==> src/rtl/conv_pkg.sv <==
// Shared constants and types for the convolution stream host.
// Contents:
//   WIDTH, OUT_WIDTH  x/f word width and y word width (both signed)
//   SIZE_X, SIZE_F    x vector length and filter length
//   SIZE_Y            number of results, SIZE_X - SIZE_F + 1
//   state_t           run-control states of the host
package conv_pkg;

    localparam int WIDTH     = 10;
    localparam int OUT_WIDTH = 26;
    localparam int SIZE_X    = 112;
    localparam int SIZE_F    = 49;
    localparam int SIZE_Y    = SIZE_X - SIZE_F + 1;

    typedef enum logic [1:0] {
        IDLE,
        RUN,
        DONE
    } state_t;

endpackage

==> src/rtl/conv_stream_host_if.sv <==
// The three valid/ready streams between the host and the convolution engine.
//   x_data/x_valid/x_ready  x vector, host -> engine
//   f_data/f_valid/f_ready  filter vector, host -> engine
//   y_data/y_valid/y_ready  results, engine -> host
// Modports: master = host side, slave = engine side.
interface conv_stream_host_if
    import conv_pkg::*;
#(
    parameter int DW = WIDTH,
    parameter int OW = OUT_WIDTH
);

    logic [DW-1:0] x_data;
    logic          x_valid;
    logic          x_ready;
    logic [DW-1:0] f_data;
    logic          f_valid;
    logic          f_ready;
    logic [OW-1:0] y_data;
    logic          y_valid;
    logic          y_ready;

    modport master (
        output x_data, x_valid, input x_ready,
        output f_data, f_valid, input f_ready,
        input  y_data, y_valid, output y_ready
    );

    modport slave (
        input  x_data, x_valid, output x_ready,
        input  f_data, f_valid, output f_ready,
        output y_data, y_valid, input y_ready
    );

endinterface

==> src/rtl/conv_stream_host_stream_tx.sv <==
// One outbound stream channel: a LEN-word buffer written by the host and
// streamed out word by word over valid/ready while enabled.
// Ports:
//   clk, reset        clock, synchronous active-high reset
//   wr_en/addr/data   host buffer write; addresses >= LEN are dropped
//   clear             restart from word 0 (accepted start)
//   en                channel may present data (run in progress)
//   data/valid/ready  stream handshake
//   sent              all LEN words have been handed over
//   last_hs           the final word is being handed over this cycle
module stream_tx #(
    parameter int DW  = 10,
    parameter int LEN = 112,
    parameter int AW  = 7
) (
    input  logic          clk,
    input  logic          reset,
    input  logic          wr_en,
    input  logic [AW-1:0] wr_addr,
    input  logic [DW-1:0] wr_data,
    input  logic          clear,
    input  logic          en,
    output logic [DW-1:0] data,
    output logic          valid,
    input  logic          ready,
    output logic          sent,
    output logic          last_hs
);

    localparam int MW = (LEN > 1) ? $clog2(LEN) : 1;
    localparam int IW = $clog2(LEN + 1);

    logic [DW-1:0] mem [LEN];
    logic [IW-1:0] idx_q, idx_d;
    logic          sent_q, sent_d;
    logic          wr_ok;
    logic          hs;

    // NOTE: every variable assigned in always_comb gets a default first, so no latch is inferred.
    always_comb begin
        wr_ok   = wr_en && (32'(wr_addr) < LEN);
        valid   = en && (32'(idx_q) < LEN);
        // Index LEN is only reached once valid is low, so data is a don't-care there.
        data    = mem[idx_q[MW-1:0]];
        hs      = valid && ready;
        last_hs = hs && (32'(idx_q) == LEN - 1);
        idx_d   = idx_q;
        sent_d  = sent_q;
        if (clear) begin
            idx_d  = '0;
            sent_d = 1'b0;
        end else if (hs) begin
            idx_d = idx_q + 1'b1;
            if (last_hs) begin
                sent_d = 1'b1;
            end
        end
        sent = sent_q;
    end

    // NOTE: sequential state uses non-blocking assignments so every flop samples pre-edge values.
    always_ff @(posedge clk) begin
        if (reset) begin
            idx_q  <= '0;
            sent_q <= 1'b0;
        end else begin
            idx_q  <= idx_d;
            sent_q <= sent_d;
        end
    end

    // NOTE: the buffer has no reset; its contents must survive reset and start.
    always_ff @(posedge clk) begin
        if (wr_ok) begin
            mem[wr_addr[MW-1:0]] <= wr_data;
        end
    end

endmodule

==> src/rtl/conv_stream_host.sv <==
// Host-side initiator for the convolution engine's streaming protocol.
// Streams a loaded x vector and filter vector to the engine on start and
// captures the SIZE_Y results into a readable buffer.
// Ports:
//   clk, reset                  clock, synchronous active-high reset
//   ld_en/sel/addr/data         host buffer load (sel 0 = x, 1 = f), ignored while busy
//   start                       begin a run (ignored while running)
//   busy, done                  run in progress / run complete (held)
//   y_hold                      host-forced backpressure on y
//   y_count                     results captured this run
//   rd_addr, rd_data            result buffer read, one cycle latency
//   s                           x/f/y streams (master side)
module conv_stream_host
    import conv_pkg::*;
#(
    parameter  int WIDTH     = conv_pkg::WIDTH,
    parameter  int OUT_WIDTH = conv_pkg::OUT_WIDTH,
    parameter  int SIZE_X    = conv_pkg::SIZE_X,
    parameter  int SIZE_F    = conv_pkg::SIZE_F,
    localparam int SIZE_Y    = SIZE_X - SIZE_F + 1,
    localparam int AW_X      = $clog2(SIZE_X),
    localparam int AW_Y      = $clog2(SIZE_Y)
) (
    input  logic                 clk,
    input  logic                 reset,
    input  logic                 ld_en,
    input  logic                 ld_sel,
    input  logic [AW_X-1:0]      ld_addr,
    input  logic [WIDTH-1:0]     ld_data,
    input  logic                 start,
    output logic                 busy,
    output logic                 done,
    input  logic                 y_hold,
    output logic [AW_Y:0]        y_count,
    input  logic [AW_Y-1:0]      rd_addr,
    output logic [OUT_WIDTH-1:0] rd_data,
    conv_stream_host_if.master   s
);

    state_t                 state_q, state_d;
    logic [AW_Y:0]          y_count_q, y_count_d;
    logic [OUT_WIDTH-1:0]   ybuf [SIZE_Y];
    logic [OUT_WIDTH-1:0]   rd_data_q, rd_data_d;
    logic                   run, start_acc, load_ok, x_wr, f_wr;
    logic                   y_rdy, y_hs;
    logic                   x_sent, x_last, f_sent, f_last;

    stream_tx #(.DW(WIDTH), .LEN(SIZE_X), .AW(AW_X)) u_x_tx (
        .clk     (clk),
        .reset   (reset),
        .wr_en   (x_wr),
        .wr_addr (ld_addr),
        .wr_data (ld_data),
        .clear   (start_acc),
        .en      (run),
        .data    (s.x_data),
        .valid   (s.x_valid),
        .ready   (s.x_ready),
        .sent    (x_sent),
        .last_hs (x_last)
    );

    stream_tx #(.DW(WIDTH), .LEN(SIZE_F), .AW(AW_X)) u_f_tx (
        .clk     (clk),
        .reset   (reset),
        .wr_en   (f_wr),
        .wr_addr (ld_addr),
        .wr_data (ld_data),
        .clear   (start_acc),
        .en      (run),
        .data    (s.f_data),
        .valid   (s.f_valid),
        .ready   (s.f_ready),
        .sent    (f_sent),
        .last_hs (f_last)
    );

    // State register.
    always_ff @(posedge clk) begin
        if (reset) begin
            state_q <= IDLE;
        end else begin
            state_q <= state_d;
        end
    end

    // Next state. Completion looks at this cycle's handshakes so done rises
    // one cycle after the final transfer rather than two.
    always_comb begin
        state_d = state_q;
        case (state_q)
            IDLE:    if (start_acc) state_d = RUN;
            RUN:     if ((x_sent || x_last) && (f_sent || f_last) &&
                         (32'(y_count_d) == SIZE_Y)) state_d = DONE;
            DONE:    if (start_acc) state_d = RUN;
            default: state_d = IDLE;
        endcase
    end

    // Outputs and strobes decoded from the state.
    always_comb begin
        run       = (state_q == RUN);
        busy      = run;
        done      = (state_q == DONE);
        start_acc = start && !run;
        load_ok   = ld_en && !run;
        x_wr      = load_ok && !ld_sel;
        f_wr      = load_ok && ld_sel;
        y_rdy     = run && !y_hold && (32'(y_count_q) < SIZE_Y);
        y_hs      = s.y_valid && y_rdy;
    end

    always_comb begin
        y_count_d = y_count_q;
        if (start_acc) begin
            y_count_d = '0;
        end else if (y_hs) begin
            y_count_d = y_count_q + 1'b1;
        end
        rd_data_d = ybuf[rd_addr];
    end

    always_ff @(posedge clk) begin
        if (reset) begin
            y_count_q <= '0;
        end else begin
            y_count_q <= y_count_d;
        end
    end

    // A write and a read of the same index in one cycle return the old word.
    always_ff @(posedge clk) begin
        if (y_hs) begin
            ybuf[y_count_q[AW_Y-1:0]] <= s.y_data;
        end
        rd_data_q <= rd_data_d;
    end

    assign s.y_ready = y_rdy;
    assign y_count   = y_count_q;
    assign rd_data   = rd_data_q;

endmodule

==> src/flat_wrapper.sv <==
// flat-port wrapper written by rule: the top's interface ports become plain ports
module conv_stream_host_flat import conv_pkg::*;
#(
    parameter  int WIDTH     = conv_pkg::WIDTH,
    parameter  int OUT_WIDTH = conv_pkg::OUT_WIDTH,
    parameter  int SIZE_X    = conv_pkg::SIZE_X,
    parameter  int SIZE_F    = conv_pkg::SIZE_F,
    localparam int SIZE_Y    = SIZE_X - SIZE_F + 1,
    localparam int AW_X      = $clog2(SIZE_X),
    localparam int AW_Y      = $clog2(SIZE_Y)
)
  (clk, reset, ld_en, ld_sel, ld_addr, ld_data, start, busy, done, y_hold, y_count, rd_addr, rd_data, s_x_data, s_x_valid, s_x_ready, s_f_data, s_f_valid, s_f_ready, s_y_data, s_y_valid, s_y_ready);
  conv_stream_host_if #(.DW(WIDTH), .OW(OUT_WIDTH)) s_i ();
  input  logic clk;
  input  logic reset;
  input  logic ld_en;
  input  logic ld_sel;
  input  logic [AW_X-1:0] ld_addr;
  input  logic [WIDTH-1:0] ld_data;
  input  logic start;
  output logic busy;
  output logic done;
  input  logic y_hold;
  output logic [AW_Y:0] y_count;
  input  logic [AW_Y-1:0] rd_addr;
  output logic [OUT_WIDTH-1:0] rd_data;
  output wire logic [$bits(s_i.x_data)-1:0] s_x_data;
  output wire logic [$bits(s_i.x_valid)-1:0] s_x_valid;
  input wire logic [$bits(s_i.x_ready)-1:0] s_x_ready;
  output wire logic [$bits(s_i.f_data)-1:0] s_f_data;
  output wire logic [$bits(s_i.f_valid)-1:0] s_f_valid;
  input wire logic [$bits(s_i.f_ready)-1:0] s_f_ready;
  input wire logic [$bits(s_i.y_data)-1:0] s_y_data;
  input wire logic [$bits(s_i.y_valid)-1:0] s_y_valid;
  output wire logic [$bits(s_i.y_ready)-1:0] s_y_ready;
  assign s_x_data = s_i.x_data;
  assign s_x_valid = s_i.x_valid;
  assign s_i.x_ready = s_x_ready;
  assign s_f_data = s_i.f_data;
  assign s_f_valid = s_i.f_valid;
  assign s_i.f_ready = s_f_ready;
  assign s_i.y_data = s_y_data;
  assign s_i.y_valid = s_y_valid;
  assign s_y_ready = s_i.y_ready;
  conv_stream_host #(.WIDTH(WIDTH), .OUT_WIDTH(OUT_WIDTH), .SIZE_X(SIZE_X), .SIZE_F(SIZE_F)) u_core (.clk(clk), .reset(reset), .ld_en(ld_en), .ld_sel(ld_sel), .ld_addr(ld_addr), .ld_data(ld_data), .start(start), .busy(busy), .done(done), .y_hold(y_hold), .y_count(y_count), .rd_addr(rd_addr), .rd_data(rd_data), .s(s_i));
endmodule
==> config.mk <==
export PLATFORM = sky130hd
export DESIGN_NAME = conv_stream_host_flat
export DESIGN_NICKNAME = d
export VERILOG_FILES = /design/src/rtl/conv_pkg.sv /design/src/rtl/conv_stream_host_if.sv /design/src/rtl/conv_stream_host_stream_tx.sv /design/src/rtl/conv_stream_host.sv /design/src/flat_wrapper.sv
export SDC_FILE = /design/constraint.sdc
export NUM_CORES = 2
export LEC_CHECK = 0
export ABC_CLOCK_PERIOD_IN_PS = 8520
export BUFFER_PORTS_ARGS = -buffer_cell sky130_fd_sc_hd__buf_2
export CAP_MARGIN = 10
export CORE_ASPECT_RATIO = 2
export CORE_MARGIN = 2
export CORE_UTILIZATION = 50
export DETAILED_ROUTE_END_ITERATION = 6
export HOLD_SLACK_MARGIN = 0.1
export PLACE_DENSITY = 0.63
export SYNTH_ARGS = -nofsm -noshare
export SYNTH_HDL_FRONTEND = slang
export SYNTH_SLANG_ARGS = --single-unit
==> constraint.sdc <==
create_clock -name clk -period 8.52 [get_ports clk]
set_input_delay 2.13 -clock clk [delete_from_list [all_inputs] [get_ports clk]]
set_output_delay 2.13 -clock clk [all_outputs]
set_load 0.05 [all_outputs]
==> impl_summary.txt <==
----------------------------------------------------
[Run status]
  Result of the run ... completed

[Synth]
  Seq cells post-synth ... 3337
  Count of flip-flops with a built-in enable after synthesis ... between 3000 and 4000
  Part of the Yosys area used for sequential elements ... just under 80%
  Most frequently used cell type in the post-synthesis netlist ... edfxtp_1
  Count of synthesis-stage warnings from yosys ... 0
  Fraction of synthesized cell area taken by the top area cell type ... a little under 80%
  Share of flip-flops with an asynchronous set or reset ... 0%
  Leading area contributor after synthesis ... edfxtp_1
  Number of instances in the synthesized netlist ... 5269
  Post-synthesis instance area ... ~130000 um2
  Leading cell types by total area after synthesis ... edfxtp_1, mux4_2, dfxtp_1, nor2_1, clkbuf_1
  Synthesized area per cell ... about 24 um2
  Count of different cell masters after synthesis ... 52
  Predominant post-synthesis flop cell ... edfxtp_1
  Net count after synthesis ... around 5300
  Most numerous cell types in the synthesized netlist ... edfxtp_1, mux4_2, nor2_1, clkbuf_1, nand2_1

[Routing]
  Drt first pass iters ... 5
  Average wire per standard cell ... about 34 um
  Average via count per standard cell ... 6.21
  Remaining antenna violation count ... 0
  Detailed-route via count ... 56400
  Sum of routed wire length over all layers ... 306000 um
  DR iter-0 viols ... 5224
  Number of design rule violations left after detail routing ... 0

[Place]
  Post-detailed-placement half-perimeter wirelength ... approximately 190000 um
  IO buf count ... 115
  Placed cell count ... ~8600
  Placer congestion estimate ... 0.861

[Global routing]
  GRT met3 Usage ... 2.81%
  Global route overflow ... 0
  Via count of the first global-routing pass ... 59500
  Gr usage total ... 23.8%
  Most Used Layer, Global Route ... met2
  Initial antenna violation count ... 14
  Met2 track utilization from global routing ... 46.0%
  Maximum number of pins on one net before global-route repair ... 111
  GRT met1 Usage ... between 20% and 30%
  First-pass GRT wire length ... ~440000 um

[Setup path]
  Top cell by count, worst path ... mux4_2
  Cell chain of the critical path ... buf_4, mux4_2, mux4_2, o21ai_0, o22ai_1, buf_2
  Crit path depth ... 6
  Critical-path cell with the highest stage delay ... dfxtp_4
  Bufs and invs on worst path ... 2
  Data arrival, critical path ... 4.65 ns
  Reg-to-reg critical path endpoint ... u_core.u_f_tx.mem[23][6]
  Register-to-Register Setup Slack ... 4.59 ns
  Critical path fanouts, max ... 39
  CP Data Required Time ... approximately 6.4 ns
  Kind of capture point of the worst setup path ... output pin
  CP Class ... reg2out
  Worst reg2reg path depth ... 6
  Startpoint class of the critical path ... flop
  Crit Reg-Reg Startpoint ... u_core.state_q[1]
  Top Family by Delay on Critical Path ... multiplexers
  Delay of the slowest cell on the worst path ... 0.81 ns

[Clocking]
  TritonCTS clock tree ... yes
  Clock latency reported for the late side of the worst-skew pair ... 0.85 ns
  Max Buffers Root-to-Sink ... 4
  # H-tree levels ... 5
  Number of clock buffers inserted by TritonCTS ... 291
  Number of buffers inserted by post-CTS setup repair ... 0
  Clock-pin slew of the registers on the worst-case setup and hold paths ... 0.07 ns
  Hold_buf cts ... 0
  Post-cts repair resize count ... 0
  TritonCTS sink count ... 3337
  Master cell of the clock root buffer ... clkbuf_16

[Layout]
  Layout cells sized above 1 ... 31.7%
  Signed area change from the synthesized netlist to the final layout ... 11.7%
  Final #Nets ... 5643
  Filler cells ... 18500
  Non-filler instance count after layout ... 9086
  Post-layout utilization of the core ... a little under three fifths

[Flow run]
  Maxcap violations ... 0

[STA]
  Hold Violations, Final ... 0
  Unrepaired setup endpoints after global routing ... no
  Fin crit share ... 79.5%
  Setup violation total in the final timing report ... 0
  Final-layout worst hold slack ... 0.546 ns
  Sum of negative setup slack ... 0 ns
  Number of max-slew violations in the final report ... 0
  Worst slew pin tran ... between 1 and 1.5 ns
  Final critical-path required period ... 6.78 ns
  Clk_skew ... about 0.045 ns
  Maximum clock frequency ... 0.148 GHz
  Slew margin rel. ... 13.1%

[Floorplanning]
  # rows ... 261
  Die outline area ... approximately 260000 um2
  Die width ... 360 um
  Core outline area ... 253000 um2
  Effective utilization at floorplan ... 50.3%
  Height of the die ... 717 um
  IO Pins ... 116

[Power and ir drop]
  Leakage ... ~43 nW
  Power density cells ... 228 nW/um2
  Largest vdd supply drop ... between 200 and 250 uV

[Worst hold path]
  Hold Crit Start ... u_core.u_f_tx.idx_q[5]
  Hold Crit Class ... reg2reg
  Depth of the worst hold-timing path ... 2

----------------------------------------------------
==> layout make-up <==
type	count	area (um2)	area share, %
Multi-Input combinational cell	1637	26800	18.9
Inverter	15	56.3	0.0397
Tap cell	3287	4110	2.90
Clock inverter	154	1340	0.947
Timing Repair Buffer	298	2270	1.60
Sequential cell	3337	99600	70.2
Clock buffer	354	7780	5.48
Antenna cell	4	10.0	0.00705
==> registers in the layout (all words and copies together), names as in the netlist, named ones only <==
signal and flops:
u_core.rd_data 26, u_core.state_q 2, u_core.u_f_tx.idx_q 6, u_core.u_f_tx.mem 490, u_core.u_f_tx.sent 1, u_core.u_x_tx.idx_q 7, u_core.u_x_tx.mem 1120, u_core.u_x_tx.sent 1
u_core.y_count 7, u_core.ybuf 1664
==> routing by layer <==
layer | wire [um] | vias to the layer above
met4 | 13700 | 4
met1 | 103000 | 30800
met2 | 176000 | 1846
met5 | 26 | -
li1 | - | 23200
met3 | 13600 | 550
==> kinds of logic after synthesis <==
family / synth area share [%]
flip-flops: 78.4
multiplexers: 18.4
AND/OR/NAND/NOR: 1.54
buffers and inverters: 0.976
AO/OA/AOI/OAI: 0.552
XOR/XNOR: 0.0896
adder cells (fa/ha/maj): 0.0492
==> layout by cell type (no fill, tap or decap), drive strengths merged, types with 15 or more instances in the layout <==
cell | Yosys | routed
o22ai | 16 | 16
clkinv | 1 | 111
nor2 | 268 | 268
inv | 14 | 22
nor2b | 15 | 15
clkinvlp | 0 | 15
and3 | 17 | 17
bufinv | 0 | 21
edfxtp | 3274 | 3274
mux2i | 21 | 21
clkbuf | 149 | 355
dfxtp | 63 | 63
buf | 131 | 297
nand3 | 21 | 21
nand2 | 94 | 94
o21ai | 30 | 30
mux4 | 1025 | 1025
==> report_power, final <==
part | internal (mW) | total (mW) | switching [mW]
logic | 0.483 | 1.28 | 0.801
registers | 18.0 | 18.1 | 0.0302
clock network | 7.17 | 13.0 | 5.82
==> tightest hold or removal path: stages, from the launching register on <==
cell	delay (ns)
dfxtp_1	0.34
a31oi_1	0.05
nor2_1	0.11
==> worst max path at each step <==
stage | end
floorplan | u_core.ybuf[59][0]
global placement | s_x_data[4]
detailed placement | u_core.u_f_tx.mem[7][5]
CTS | s_x_data[5]
global route | s_x_data[8]
finish | s_x_data[0]
==> per-stage QoR <==
| stage | instance area [um2] | power, mW | worst slack (ns) |
|---|---|---|---|
| floorplan | 127000 | 19.2 | 2.78 |
| global placement | 133000 | 19.7 | 2.52 |
| detailed placement | 133000 | 19.7 | 2.52 |
| CTS | 142000 | 32.6 | 1.56 |
| global route | 142000 | 33.2 | 1.49 |
| finish | 142000 | 32.3 | 1.74 |
Power figures use the tool's default switching activity.
